`src/rtl/rv32im_ctrl_pipe.sv`:
```
// rv32im_ctrl_pipe: registered RV32IM decode control unit driving the ID/EX control register
// Ports:
//   i_clk, i_rst_n               clock (rising edge), asynchronous active-low reset
//   i_opcode, i_func3, i_func7   instruction fields to decode
//   i_valid, i_stall, i_flush    decode valid, external hold, pipeline flush (wins over all)
//   o_ctrl, o_illegal            registered control word and illegal-encoding flag
//   o_valid                      o_ctrl completes EX this cycle
//   o_busy                       multi-cycle MUL/DIV in EX; upstream must hold
module rv32im_ctrl_pipe #(
  parameter int NB_CTRL    = 13,
  parameter int MUL_CYCLES = 1,
  parameter int DIV_CYCLES = 32,
  parameter int NB_CNT     = 6
) (
  input  logic               i_clk,
  input  logic               i_rst_n,
  input  logic [6:0]         i_opcode,
  input  logic [2:0]         i_func3,
  input  logic [6:0]         i_func7,
  input  logic               i_valid,
  input  logic               i_stall,
  input  logic               i_flush,
  output logic [NB_CTRL-1:0] o_ctrl,
  output logic               o_valid,
  output logic               o_busy,
  output logic               o_illegal
);
  typedef enum logic {IDLE, MULTI} state_t;
  state_t state_q, state_d;
  logic [NB_CNT-1:0] cnt_q, cnt_d, lat;
  logic [12:0] ctrl_q, ctrl_d, dec;
  logic valid_q, valid_d, ill_q, ill_d, ill;
  logic [1:0] dsz;
  // func3[1:0] 00/01/10 (byte/half/word) maps onto dataSize 01/10/11
  assign dsz = i_func3[1:0] + 2'd1;
  // word layout: {lu, mext, dataSize[1:0], ALUOp[1:0], jump, branch, memToReg, ALUSrc, memWrite, memRead, regWrite}
  always_comb begin
    dec = '0;
    ill = 1'b0;
    case (i_opcode)
      7'b0110011: begin
        dec = {1'b0, i_func7 == 7'b0000001, 2'b00, 2'b11, 7'b0000001};
        ill = !(i_func7 inside {7'b0000000, 7'b0100000, 7'b0000001});
      end
      7'b0010011: dec = {4'b0000, 2'b10, 7'b0001001};
      7'b0000011: begin
        dec = {i_func3[2], 1'b0, dsz, 2'b00, 7'b0011011};
        ill = i_func3 inside {3'b011, 3'b110, 3'b111};
      end
      7'b0100011: begin
        dec = {2'b00, dsz, 2'b00, 7'b0001100};
        ill = i_func3 > 3'b010;
      end
      7'b1100011: dec = {4'b0000, 2'b01, 7'b0100000};
      7'b1100111: dec = {4'b0000, 2'b10, 7'b1001001};
      7'b1101111: dec = {6'b000000, 7'b1000001};
      7'b0110111, 7'b0010111, 7'b1110011: dec = {6'b000000, 7'b0001001};
      default: ill = 1'b1;
    endcase
    if (ill) dec = '0;
  end
  // illegal words have mext=0, so they always take the single-cycle path
  assign lat = dec[11] ? (i_func3[2] ? NB_CNT'(DIV_CYCLES) : NB_CNT'(MUL_CYCLES)) : NB_CNT'(1);
  always_comb begin
    state_d = state_q;
    cnt_d   = cnt_q;
    ctrl_d  = ctrl_q;
    valid_d = valid_q;
    ill_d   = ill_q;
    if (i_flush) begin
      state_d = IDLE;
      cnt_d   = '0;
      ctrl_d  = '0;
      valid_d = 1'b0;
      ill_d   = 1'b0;
    end else if (!i_stall) begin
      if (state_q == MULTI) begin
        cnt_d   = cnt_q - NB_CNT'(1);
        valid_d = cnt_q == NB_CNT'(1);
        state_d = cnt_q == NB_CNT'(1) ? IDLE : MULTI;
      end else if (i_valid) begin
        ctrl_d  = dec;
        ill_d   = ill;
        valid_d = lat == NB_CNT'(1);
        cnt_d   = lat - NB_CNT'(1);
        state_d = lat == NB_CNT'(1) ? IDLE : MULTI;
      end else begin
        ctrl_d  = '0;
        valid_d = 1'b0;
        ill_d   = 1'b0;
      end
    end
  end
  always_ff @(posedge i_clk or negedge i_rst_n) begin
    if (!i_rst_n) begin
      state_q <= IDLE;
      cnt_q   <= '0;
      ctrl_q  <= '0;
      valid_q <= 1'b0;
      ill_q   <= 1'b0;
    end else begin
      state_q <= state_d;
      cnt_q   <= cnt_d;
      ctrl_q  <= ctrl_d;
      valid_q <= valid_d;
      ill_q   <= ill_d;
    end
  end
  assign o_ctrl    = NB_CTRL'(ctrl_q);
  assign o_valid   = valid_q;
  assign o_illegal = ill_q;
  assign o_busy    = state_q == MULTI;
endmodule

```
`config.mk`:
```
export PLATFORM = sky130hd
export DESIGN_NAME = rv32im_ctrl_pipe
export DESIGN_NICKNAME = d
export VERILOG_FILES = /design/src/rtl/rv32im_ctrl_pipe.sv
export SDC_FILE = /design/constraint.sdc
export NUM_CORES = 1
export LEC_CHECK = 0
export CAP_MARGIN = 20
export CELL_PAD_IN_SITES_DETAIL_PLACEMENT = 0
export CELL_PAD_IN_SITES_GLOBAL_PLACEMENT = 1
export CORE_UTILIZATION = 39
export CTS_CLUSTER_SIZE = 30
export DETAILED_ROUTE_END_ITERATION = 10
export GPL_ROUTABILITY_DRIVEN = 0
export GPL_TIMING_DRIVEN = 0
export HOLD_SLACK_MARGIN = 0.1
export PLACE_DENSITY = 0.95
export SETUP_SLACK_MARGIN = 0.15
export SYNTH_ARGS = -nofsm -noshare
export SYNTH_HDL_FRONTEND = slang
export SYNTH_SLANG_ARGS = --single-unit
```
`constraint.sdc`:
```
create_clock -name i_clk -period 4.28 [get_ports i_clk]
set_input_delay 0.856 -clock i_clk [delete_from_list [all_inputs] [get_ports i_clk]]
set_output_delay 0.856 -clock i_clk [all_outputs]
set_load 0.01 [all_outputs]
```
== Yosys cells after proc, flatten, opt, wreduce, memory -nomap -nowiden ==
Index checks and enable logic that the tools add are counted.

* Reduce and logical (&&, ||, !) cells: 9
* Add/sub/neg operators: 3
* Multiplexer cells: 27
* Equality and inequality tests: 19
* Magnitude comparators: 1

{| class="wikitable"
|+ Operator list
! operator !! count
|-
| $pmux W13 S8 || 1
|-
| $mux W13 || 5
|-
| $mux W6 || 6
|-
| $eq A7 B6 Y1 const B || 4
|-
| $eq A7 B7 Y1 const B || 4
|-
| $eq A7 B5 Y1 const B || 2
|-
| $mux W1 || 14
|-
| $eq A6 B1 Y1 const B || 2
|-
| $sub A6 B1 Y6 const B || 2
|-
| $reduce_bool A3 Y1 || 3
|-
| $eq A7 B1 Y1 const B || 1
|-
| $eq A7 B2 Y1 const B || 1
|-
| $logic_not A7 Y1 || 1
|-
| $reduce_or A7 Y1 || 1
|-
| $eq A3 B3 Y1 const B || 2
|-
| $pmux W1 S4 || 1
|-
| $reduce_and A2 Y1 || 2
|-
| $eq A3 B2 Y1 const B || 1
|-
| $gt A3 B2 Y1 const B || 1
|-
| $reduce_or A3 Y1 || 1
|-
| $add A2 B1 Y2 const B || 1
|-
| $ne A2 B1 Y1 const B || 1
|-
| $ne A2 B2 Y1 const B || 1
|-
| $logic_not A1 Y1 || 1
|}

* Input bits: 22
* Register bits: 22

== Depth between registers and ports, before layout ==
Gate-level depths: netlist (run 1).

* Word-level depth: 12
* Depth in mapped cells: 6
* Gate-level depth less buffers: 6

== Worst setup path before layout (run 1) ==
Ideal clock, no wire load.

* Path type: input to register
* Start point: input i_func7[3]
* End point: register valid_q (netlist: o_valid)
* Path slack: 2.145 ns
* Data arrival time: 2.011 ns
* Path buffers: 0
* Data required time: 4.156 ns
* Library setup time: 0.124 ns
* Stages on the path: 4
* Cells stage by stage: or4_4 -> nor4_4 -> a21oi_1 -> o31a_1

* Word-level cells in the longest chain between the ends: 11
* Elaborated cells on any way between the ends: 14
* Those cells by class: eq/ne: 3; mux: 8; reduce/logical: 3

{| class="wikitable"
|+ Ends and longest elaborated chain
! what !! RTL line !! RTL
|-
| start: declaration || 19 || <nowiki>input logic [6:0] i_func7,</nowiki>
|-
| $eq A7 B6 Y1 (tied with other cells) || 43 || <nowiki>ill = !(i_func7 inside {7'b0000000, 7'b0100000, 7'b0000001});</nowiki>
|-
| $reduce_bool A3 Y1 || 43 ||
|-
| $logic_not A1 Y1 || 43 ||
|-
| $pmux W1 S4 || 40 || <nowiki>case (i_opcode)</nowiki>
|-
| $mux W13 * || 60 || <nowiki>if (ill) dec = '0;</nowiki>
|-
| $mux W6 * || 63 || <nowiki>assign lat = dec[11] ? (i_func3[2] ? NB_CNT'(DIV_CYCLES) : NB_CNT'(MUL_CYCLES)) : NB_CNT'(1);</nowiki>
|-
| $eq A6 B1 Y1 * || 84 || <nowiki>valid_d = lat == NB_CNT'(1);</nowiki>
|-
| $mux W1 * || 81 || <nowiki>end else if (i_valid) begin</nowiki>
|-
| $mux W1 * || 77 || <nowiki>if (state_q == MULTI) begin</nowiki>
|-
| $mux W1 * || 76 || <nowiki>end else if (!i_stall) begin</nowiki>
|-
| $mux W1 * || 70 || <nowiki>if (i_flush) begin</nowiki>
|-
| end signal: assignment || 105 || <nowiki>valid_q <= valid_d;</nowiki>
|-
| end: declaration || 32 || <nowiki>logic valid_q, valid_d, ill_q, ill_d, ill;</nowiki>
|}

Every way passes the cells marked *; elsewhere a longest branch is shown, timed or not. The select of a mux whose other input is x is not followed.
A chain may end at the register's enable or synchronous reset.

== Final worst setup path (run 1) ==
* Start point: input i_func3[0]
* End point: register ctrl_q[8] (netlist: o_ctrl[8])

* Word-level cells in the longest chain between the ends: 8
* Elaborated cells on any way between the ends: 11
* Those cells by class: order compare: 1; eq/ne: 3; mux: 6; reduce/logical: 1

{| class="wikitable"
|+ Ends and longest elaborated chain
! what !! RTL line !! RTL
|-
| start: declaration || 18 || <nowiki>input logic [2:0] i_func3,</nowiki>
|-
| $eq A3 B2 Y1 / $eq A3 B3 Y1 (equally long branches) || 48 || <nowiki>ill = i_func3 inside {3'b011, 3'b110, 3'b111};</nowiki>
|-
| $reduce_bool A3 Y1 || 48 ||
|-
| $pmux W1 S4 * || 40 ||
|-
| $mux W13 * || 60 ||
|-
| $mux W13 * || 81 ||
|-
| $mux W13 * || 77 ||
|-
| $mux W13 * || 76 ||
|-
| $mux W13 * || 70 ||
|-
| end signal: assignment || 104 || <nowiki>ctrl_q <= ctrl_d;</nowiki>
|-
| end: declaration || 31 || <nowiki>logic [12:0] ctrl_q, ctrl_d, dec;</nowiki>
|}

Marks and branches as above.

==> metrics.cfg, run 1 <==
[finish]
finish.utilization_pct=54.54
layout.cells.non_filler=228
drive_gt1_share_pct=12.64
antenna_cells_inserted=0
layout_common_cells=36 x clkdlybuf4s50_1, 21 x dfrtp_1, 15 x nand2_1, 8 x inv_1, 8 x a21oi_1
layout_commonest_cell=clkdlybuf4s50_1
area_delta_synth_final_pct=33.39
num-nets-final=209

[setup_path]
critical_path.max_fanout=7
critical-path-max-stage-delay_ns=0.51
cells_traversed_along_the_worst_timing_path=clkdlybuf4s50_1 > inv_1 > ha_1 > o21a_1 > o311ai_4 > o211ai_4 > o41ai_2
setup.worst_path.class=in -> reg
timing.critical_path.from=i_func3[0]
r2r-start=o_busy
end_of_the_critical_path=o_ctrl[8]
required_ns=4.50
r2r.worst_path.cells=5
arrival_time_of_the_worst_setup_path_ns=2.63
endpoint_kind=flop
timing.critical_path.slowest_stage_cell=clkdlybuf4s50_1
type_of_origin_of_the_critical_path=input port
r2r_slack_ns=2.51
rr_endpoint=o_ctrl[8]

[clocking]
cts.repair.resized=0
cts.sinks=21
number_of_buffers_between_clock_root_and_the_deepest_sink=2
master_cell_of_the_clock_root_buffer=clkbuf_4
numCtsBuffers=3
htree_num_levels=1
clk_latency_ns=0.31
cts.reportedPaths.clkPinSlew_ns=0.12
postCtsHoldBufs=0
cts_tree=yes
postCtsSetupRepairBufs=0

[drt]
drt_iter0_markers=55
ant_nets=0
count_of_tritonroute_iterations_in_the_first_routing_pass=4
wl_per_cell_um=14.26
routed-via-count=1242
postRouteWirelength_um=3252
detail_route.vias_per_cell=5.447
drcViolationCount=0

[sta]
setup_ws_ns=1.863
timing.final.setup_violations=0
timing.final.hold_violations=0
maxSlewViolCount=0
clock_skew_ns=0.002456
rsz0062_at_grt=no
maxClockFrequency_mhz=413.7
finalSetupTns_ns=0
transition_time_at_the_pin_with_the_least_slew_margin_ns=0.6757
finalCritPeriodShare_pct=56.47
finalCriticalPeriod_ns=2.417
headroom_to_the_max_slew_limit_pct=54.86

[die]
die_area_um2=3768
initial_core_util_pct=40.89
chipWidth_um=61.38
core_um2=3363
std_cell_rows=21
chipHeight_um=61.38
top_level_ports=38

[yosys]
post_synth_and_or_nand_nor_area_fraction_pct=24.20
yosys_warnings=0
synth.distinct_cells=54
yosys.area_share.adder_pct=3.640
synthesis.nets=167
synth_area_um2=1375
combinational_family_with_the_most_area_after_synthesis=compound AO/OA/AOI/OAI gates
post_synth_inst_count=141
yosys-mux-area-fraction_pct=0.8189
syn_avg_cell_area_um2=9.752
synth_compound_area_share_pct=27.48
synth-seq-cells=21
register_area_share_after_synthesis_pct=38.22
synth_area_leader_cell=dfrtp_1
synth_largest_type_area_fraction_pct=38.22
synthXorXnorAreaFrac_pct=0.6369
synthTopCellsByArea=dfrtp_1 38%, nand2_1 4.1%, ha_1 3.6%

[place]
hpwlAfterDp_um=2455
number_of_port_buffers=36
post-place-cells=223
placement.setup.worst_slack_ns=1.529

[global_routing]
grt_start_max_net_pins=22
grt_total_ovfl=0
first_global_vias=1190
antenna_violations_before_repair=0
grt_pass1_wl_um=5237
track_usage_pct=18.59

[worst_hold_path]
worstHoldPathType=reg -> reg

[run_status]
outcome=completed

[power_and_ir_drop]
peakVddDrop_mv=0.1047
leakagePower_nw=0.7489
fin_total_pwr_uw=373.6
pwr_density_cell_nw_per_um2=203.7

[run]
max_cap_viol_count=0

==> power breakdown <==
part	internal, mW	total (mW)	switching [mW]
sequential	0.200	0.202	0.00125
combinational	0.0359	0.0725	0.0366
clock	0.0364	0.0995	0.0631
total	0.273	0.374	0.101
==> kinds of logic (layout without fill, tap and decap cells) <==
family          after synthesis  in the layout
simple gates                 54             54
mux                           1              1
xor+xnor                      1              1
flops                        21             21
buf+inv                      15             56
fa+ha+maj                     4              4
compound gates               45             45
==> stage by stage <==
step                      cell area [um^2]  hold slack, ns
after floorplan                       1375          0.5162
after global placement                1793          0.4639
after detailed placement              1793          0.4684
after CTS                             1819          0.5015
after global routing                  1834          0.5207
final                                 1834          0.4976
==> critical path, delay by kind of cell <==
family	cells	cell delay, ns
AOI/OAI and AO/OA	4	1.00
adders and majority gates	1	0.21
buffers and inverters	2	0.57
==> cell usage after synthesis, drive strengths merged <==
library cell  number
a32o               1
clkbuf             3
and4bb             1
nor4b              1
a211oi             1
mux2               1
and3b              1
o221a              1
nand2b             4
o21ai              7
o31a               2
a22oi              2
a41oi              1
nor2b              4
xnor2              1
or4b               1
a221oi             2
inv                8
and2               1
nor4               2
nor3b              1
nand3b             2
dfrtp             21
or3                1
o311ai             1
or2                2
nand3              3
or4                1
nor3               2
a21oi              8
o31ai              4
and3               2
nand2             15
ha                 4
buf                4
nor2               8
a2111o             1
o21a               4
o21bai             2
a31oi              1
nand4b             2
a21o               1
o41ai              2
a22o               2
o211ai             2
==> sequential cells by signal (all words and copies together), names as in the netlist <==
name,cells
o_valid,1
cnt_q,6
o_busy,1
o_illegal,1
o_ctrl,12
==> routing by layer <==
layer / vias up / GRT usage (%) / part of all wire [%]
met2: 32 / 31.21 / 49
li1: 606 / - / -
met1: 599 / 25.36 / 47
met3: 5 / 2.521 / 3.1
met5: - / 0 / 0
met4: 0 / 4.762 / 0.89
==> worst min path at each step <==
stage                from    endpoint  slack (ns)  cells past startpoint
6_report        o_ctrl[8]   o_ctrl[8]        0.50                      2
3_5_place_dp    o_ctrl[8]   o_ctrl[8]        0.47                      2
4_1_cts         o_ctrl[6]   o_ctrl[6]        0.50                      2
5_1_grt         o_ctrl[6]   o_ctrl[6]        0.52                      2
2_1_floorplan   o_ctrl[2]   o_ctrl[2]        0.52                      2
3_3_place_gp   o_ctrl[12]  o_ctrl[12]        0.46                      2
==> layout make-up <==
class | count | area, um^2
plain buffers | 7 | 38.79
clock buffers | 4 | 26.28
fillers | 341 | 1529
inverters | 8 | 30.03
multi-input cells | 105 | 780.7
flip-flops and latches | 21 | 525.5
well taps | 46 | 57.56
repair buffers | 37 | 375.4
(Power assumes the default switching activity.)
==> inputs of run 2 (changes only) <==
Settings changed: CORE_UTILIZATION 39 to 36, PLACE_DENSITY 0.95 to 0.9.
Clock period 4.28 ns to 2.25 ns, I/O delays scaled along.
==> run 2 against run 1 <==
Sequential power rose by 90%; die area rose by 8.1%; sequential cell count did not move; power rose by 110%; cell area rose by 1.6%; non-clock buffer count rose by 1; count of clock-buffer cells in the layout did not move; worst hold slack got worse by 0.0014 ns; critical path depth rose by 1.
==> metrics.cfg, run 2 (synthesis gave the netlist of run 1 again) <==
[worst_hold_path]
worstHoldPathType=in -> async

[setup_path]
r2r.worst_path.cells=5
setup.worst_path.class=in -> reg
timing.critical_path.from=i_func3[0]
type_of_origin_of_the_critical_path=input port
required_ns=2.45
endpoint_kind=flop
arrival_time_of_the_worst_setup_path_ns=2.18
critical_path.max_fanout=3
r2r-start=o_busy

[sta]
timing.final.setup_violations=0
finalHoldWorstSlack_ns=0.4962
finalCriticalPeriod_ns=1.980
transition_time_at_the_pin_with_the_least_slew_margin_ns=0.6654
timing.final.hold_violations=0
clock_skew_ns=0.001327
rsz0062_at_grt=no
maxSlewViolCount=0
finalCritPeriodShare_pct=87.98
maxClockFrequency_mhz=505.2
headroom_to_the_max_slew_limit_pct=55.55

[global_routing]
gr-max-usage-layer=met2
track_usage_pct=17.90
grt_use_met1_pct=22.16
antenna_violations_before_repair=0
globalRouteMet3Util_pct=2.500
grt_start_max_net_pins=22
first_global_vias=1270
grt_total_ovfl=0
grt_use_met2_pct=32.05
grt_pass1_wl_um=5727

[finish]
num-nets-final=210
layout.cell_area.non_filler_um2=1863
largest_reg_flops=12
drive_gt1_share_pct=13.11
filler_cell_count=340
antenna_cells_inserted=0
layout_common_cells=36 x clkdlybuf4s50_1, 21 x dfrtp_1, 15 x nand2_1, 8 x inv_1, 8 x a21oi_1
layout_commonest_cell=clkdlybuf4s50_1
area_delta_synth_final_pct=35.49

[drt]
count_of_tritonroute_iterations_in_the_first_routing_pass=4
drt_iter0_markers=59
drcViolationCount=0
routed-via-count=1242
ant_nets=0
detail_route.vias_per_cell=5.377
postRouteWirelength_um=3350
wl_per_cell_um=14.50

[clocking]
cts.reportedPaths.clkPinSlew_ns=0.08
cts_tree=yes
postCtsSetupRepairBufs=0
clk_latency_ns=0.26
number_of_buffers_between_clock_root_and_the_deepest_sink=2
cts.sinks=21
master_cell_of_the_clock_root_buffer=clkbuf_8
numCtsBuffers=3
htree_num_levels=1
cts.repair.resized=0
postCtsHoldBufs=0

[place]
place_area_um2=1795
number_of_port_buffers=36
hpwlAfterDp_um=2557

[power_and_ir_drop]
pwr_density_cell_nw_per_um2=414.2
leakagePower_nw=0.7356
peakVddDrop_mv=0.1613
fin_total_pwr_uw=771.8

[die]
top_level_ports=38
std_cell_rows=22
chipHeight_um=63.81
core_um2=3661
initial_core_util_pct=37.56
die_area_um2=4071
chipWidth_um=63.81

[run]
max_cap_viol_count=0

[run_status]
outcome=completed

## run 2: cell types whose count changed in the layout (fill, tap and decap cells not counted), sizes merged
| cell | previous run | this run |
|---|---|---|
| buf | 5 | 6 |
## run 2: area by class of cell
cell class,count,area [um^2],area share [%]
sequential,21,525.5,28.21
multi-input combinational,105,780.7,41.91
buffer,7,38.79,2.082
clock buffer,4,45.04,2.418
timing repair buffer,38,382.9,20.55
inverter,8,30.03,1.612
tap,48,60.06,3.224
## run 2: layer usage
metal	vias to the layer above	routed length, um
met5	-	0
met4	0	24
met3	4	157
met2	42	1691
met1	588	1477
li1	608	-
## run 2: path summary, 6_finish.rpt
| path | slack (ns) | to |
|---|---|---|
| max in group asynchronous | 1.30 | o_ctrl[12] |
| setup / recovery | 0.27 | o_ctrl[0] |
| setup reg to reg | 0.57 | o_ctrl[10] |
| hold reg to reg | 0.50 | o_ctrl[12] |
| min in group i_clk | 0.50 | o_ctrl[12] |
| hold / removal | 0.50 | o_illegal |
## run 2: worst max-delay path, cell delays in order
cell,delay (ns)
clkdlybuf4s50_1,0.50
inv_1,0.05
ha_1,0.19
o21a_1,0.20
o311ai_4,0.30
buf_4,0.17
o21a_1,0.15
a32o_1,0.15
## run 2: through the flow
step | setup slack, ns | TNS, ns | util (%) | instances
after floorplan | 0.5215 | 0 | - | 141
after global placement | -0.07178 | -0.07178 | 49.04 | 225
after detailed placement | -0.09398 | -0.2497 | 49.04 | 225
after CTS | 0.1693 | 0 | 50.27 | 229
after global routing | 0.1736 | 0 | 50.89 | 231
final | 0.2705 | 0 | 50.89 | 231
## run 2: power by group
group          internal, mW  total [mW]  switching [mW]  leakage [nW]
registers             0.381       0.383         0.00252         0.291
clock network         0.126       0.251           0.125        0.0228
logic                0.0684       0.137          0.0690         0.422
total                 0.575       0.772           0.197         0.736
==> inputs of run 3 (changes only) <==
--- a/constraint.sdc
+++ b/constraint.sdc
@@ -3,2 +3,2 @@
 set_output_delay 0.45 -clock i_clk [all_outputs]
-set_load 0.01 [all_outputs]
+set_load 0.1 [all_outputs]
==> run 3 against run 2 <==
Die area did not move; non-clock buffer count fell by 1; critical endpoint is now o_ctrl[4]; worst setup slack got worse by 0.046 ns; largest cell class unchanged.
==> metrics.cfg, run 3 (synthesis gave the netlist of run 1 again) <==
[run_status]
outcome=completed

[finish]
layout.cell_area.non_filler_um2=1837
antenna_cells_inserted=0
area_delta_synth_final_pct=33.58
largest_reg_flops=12
num-nets-final=209
layout_common_cells=20 x dfrtp_1, 20 x clkdlybuf4s50_1, 16 x dlygate4sd2_1, 15 x nand2_1
drive_gt1_share_pct=13.19

[setup_path]
cells_traversed_along_the_worst_timing_path=buf_4 > dlygate4sd2_1
arrival_time_of_the_worst_setup_path_ns=1.58
critical_path_buf_inv_count=2
endpoint_kind=primary output
timing.critical_path.max_delay_family=buffers and inverters
setup.worst_path.class=reg -> out
critical_path.max_fanout=3
type_of_origin_of_the_critical_path=flop
critical-path-max-stage-delay_ns=0.83
timing.critical_path.slowest_stage_cell=dlygate4sd2_1
required_ns=1.80

[clocking]
cts_tree=yes
numCtsBuffers=3
postCtsSetupRepairBufs=0
cts.reportedPaths.clkPinSlew_ns=0.08
number_of_buffers_between_clock_root_and_the_deepest_sink=2
cts.sinks=21
clk_latency_ns=0.27
master_cell_of_the_clock_root_buffer=clkbuf_8
htree_num_levels=1

[drt]
dr_wl_met3_um=155
met1_length_um=1519
postRouteWirelength_um=3350
drt_iter0_markers=64
wl_per_cell_um=14.57
count_of_tritonroute_iterations_in_the_first_routing_pass=4
routed-via-count=1265
drcViolationCount=0
routed-wl-met2_um=1646
ant_nets=0
detail_route.vias_per_cell=5.500
routed.top_layer=met4

[power_and_ir_drop]
leakagePower_nw=0.8048
pwr_density_cell_nw_per_um2=434.5
pwr-share-seq_pct=47.9
fin_total_pwr_uw=798.1
switchingPower_uw=224.5
peakVddDrop_mv=0.3711
internal_power_uw=573.5
combinationalPowerShare_pct=19.6
netSwitchingFraction_pct=28.13
p_clk_share_pct=32.5

[place]
hpwlAfterDp_um=2583
place_area_um2=1797
number_of_port_buffers=36

[sta]
finalHoldWorstSlack_ns=0.4840
maxSlewViolCount=0
headroom_to_the_max_slew_limit_pct=34.89
finalCriticalPeriod_ns=2.026
timing.final.setup_violations=0
maxClockFrequency_mhz=493.7
timing.final.hold_violations=0
finalCritPeriodShare_pct=90.02
rsz0062_at_grt=no
clock_skew_ns=0.004199
transition_time_at_the_pin_with_the_least_slew_margin_ns=0.9805

[die]
core_um2=3661
chipHeight_um=63.81
initial_core_util_pct=37.56
die_area_um2=4071
std_cell_rows=22
chipWidth_um=63.81
top_level_ports=38

[global_routing]
track_usage_pct=17.94
antenna_violations_before_repair=0
grt_pass1_wl_um=5775
grt_start_max_net_pins=22
grt_total_ovfl=0
first_global_vias=1300

[worst_hold_path]
worstHoldPathType=reg -> reg

[run]
max_cap_viol_count=0

run 3: changes by cell type in the layout (fill, tap and decap cells not counted), sizes merged:
cell           previous run  this run
clkdlybuf4s50            36        20
buf                       6         5
dlygate4sd2               0        16
run 3: worst paths after layout:
| kind | startpoint | to | slack, ns | cells after the start |
|---|---|---|---|---|
| max | o_ctrl[4] | o_ctrl[4] | 0.22 | 2 |
| min | o_ctrl[8] | o_ctrl[8] | 0.48 | 2 |
| max reg2reg | o_busy | o_ctrl[10] | 0.53 | 5 |
| min reg2reg | o_ctrl[8] | o_ctrl[8] | 0.48 | 2 |
| max in group asynchronous | i_rst_n | o_ctrl[3] | 1.25 | 2 |
| min in group asynchronous | i_rst_n | cnt_q[5] | 0.52 | 1 |
run 3: final cells by class:
cell class              instances  area [um^2]
fillers                       365         1824
plain buffers                   7        38.79
inverters                       8        30.03
clock buffers                   4        45.04
repair buffers                 37        355.3
multi-input cells             105        780.7
flip-flops and latches         21        526.8
well taps                      48        60.06
run 3: timing repair:
| action | CTS | global route |
|---|---|---|
| gates resized for setup | 16 | 0 |
| hold buffers | 0 | 0 |
| pin swaps | 0 | 3 |
| endpoints found under the hold margin | 0 | 0 |
| endpoints found under the setup margin | 16 | 1 |
run 3: worst reg2reg max path: cells and delay by family, from the launching register on:
family | cells | cell delay [ns]
AOI/OAI and AO/OA | 2 | 0.37
buffers and inverters | 1 | 0.13
DFF | 1 | 0.41
and+or+nand+nor | 2 | 0.70
run 3: stage by stage:
step | cells | setup WS [ns] | setup TNS [ns] | util (%)
floorplan | 141 | 0.2979 | 0 | -
global placement | 225 | -0.07125 | -0.07125 | 49.08
detailed placement | 225 | -0.09733 | -0.1539 | 49.08
CTS | 229 | 0.1773 | 0 | 49.76
global route | 230 | 0.1675 | 0 | 50.17
finish | 230 | 0.2245 | 0 | 50.17
run 3: power groups by stage:
stage / Sequential [mW] / Combinational, mW / Clock [mW]
finish: 0.383 / 0.156 / 0.259
global route: 0.383 / 0.170 / 0.282
CTS: 0.383 / 0.154 / 0.264
detailed placement: 0.390 / 0.155 / 0
global placement: 0.390 / 0.152 / 0
floorplan: 0.411 / 0.0637 / 0
run 3: routing by layer:
layer | GRT usage (%) | vias to the layer above
li1 | - | 604
met1 | 21.68 | 622
met2 | 32.05 | 35
met3 | 4.464 | 4
met4 | 3.409 | 0
met5 | 0 | -
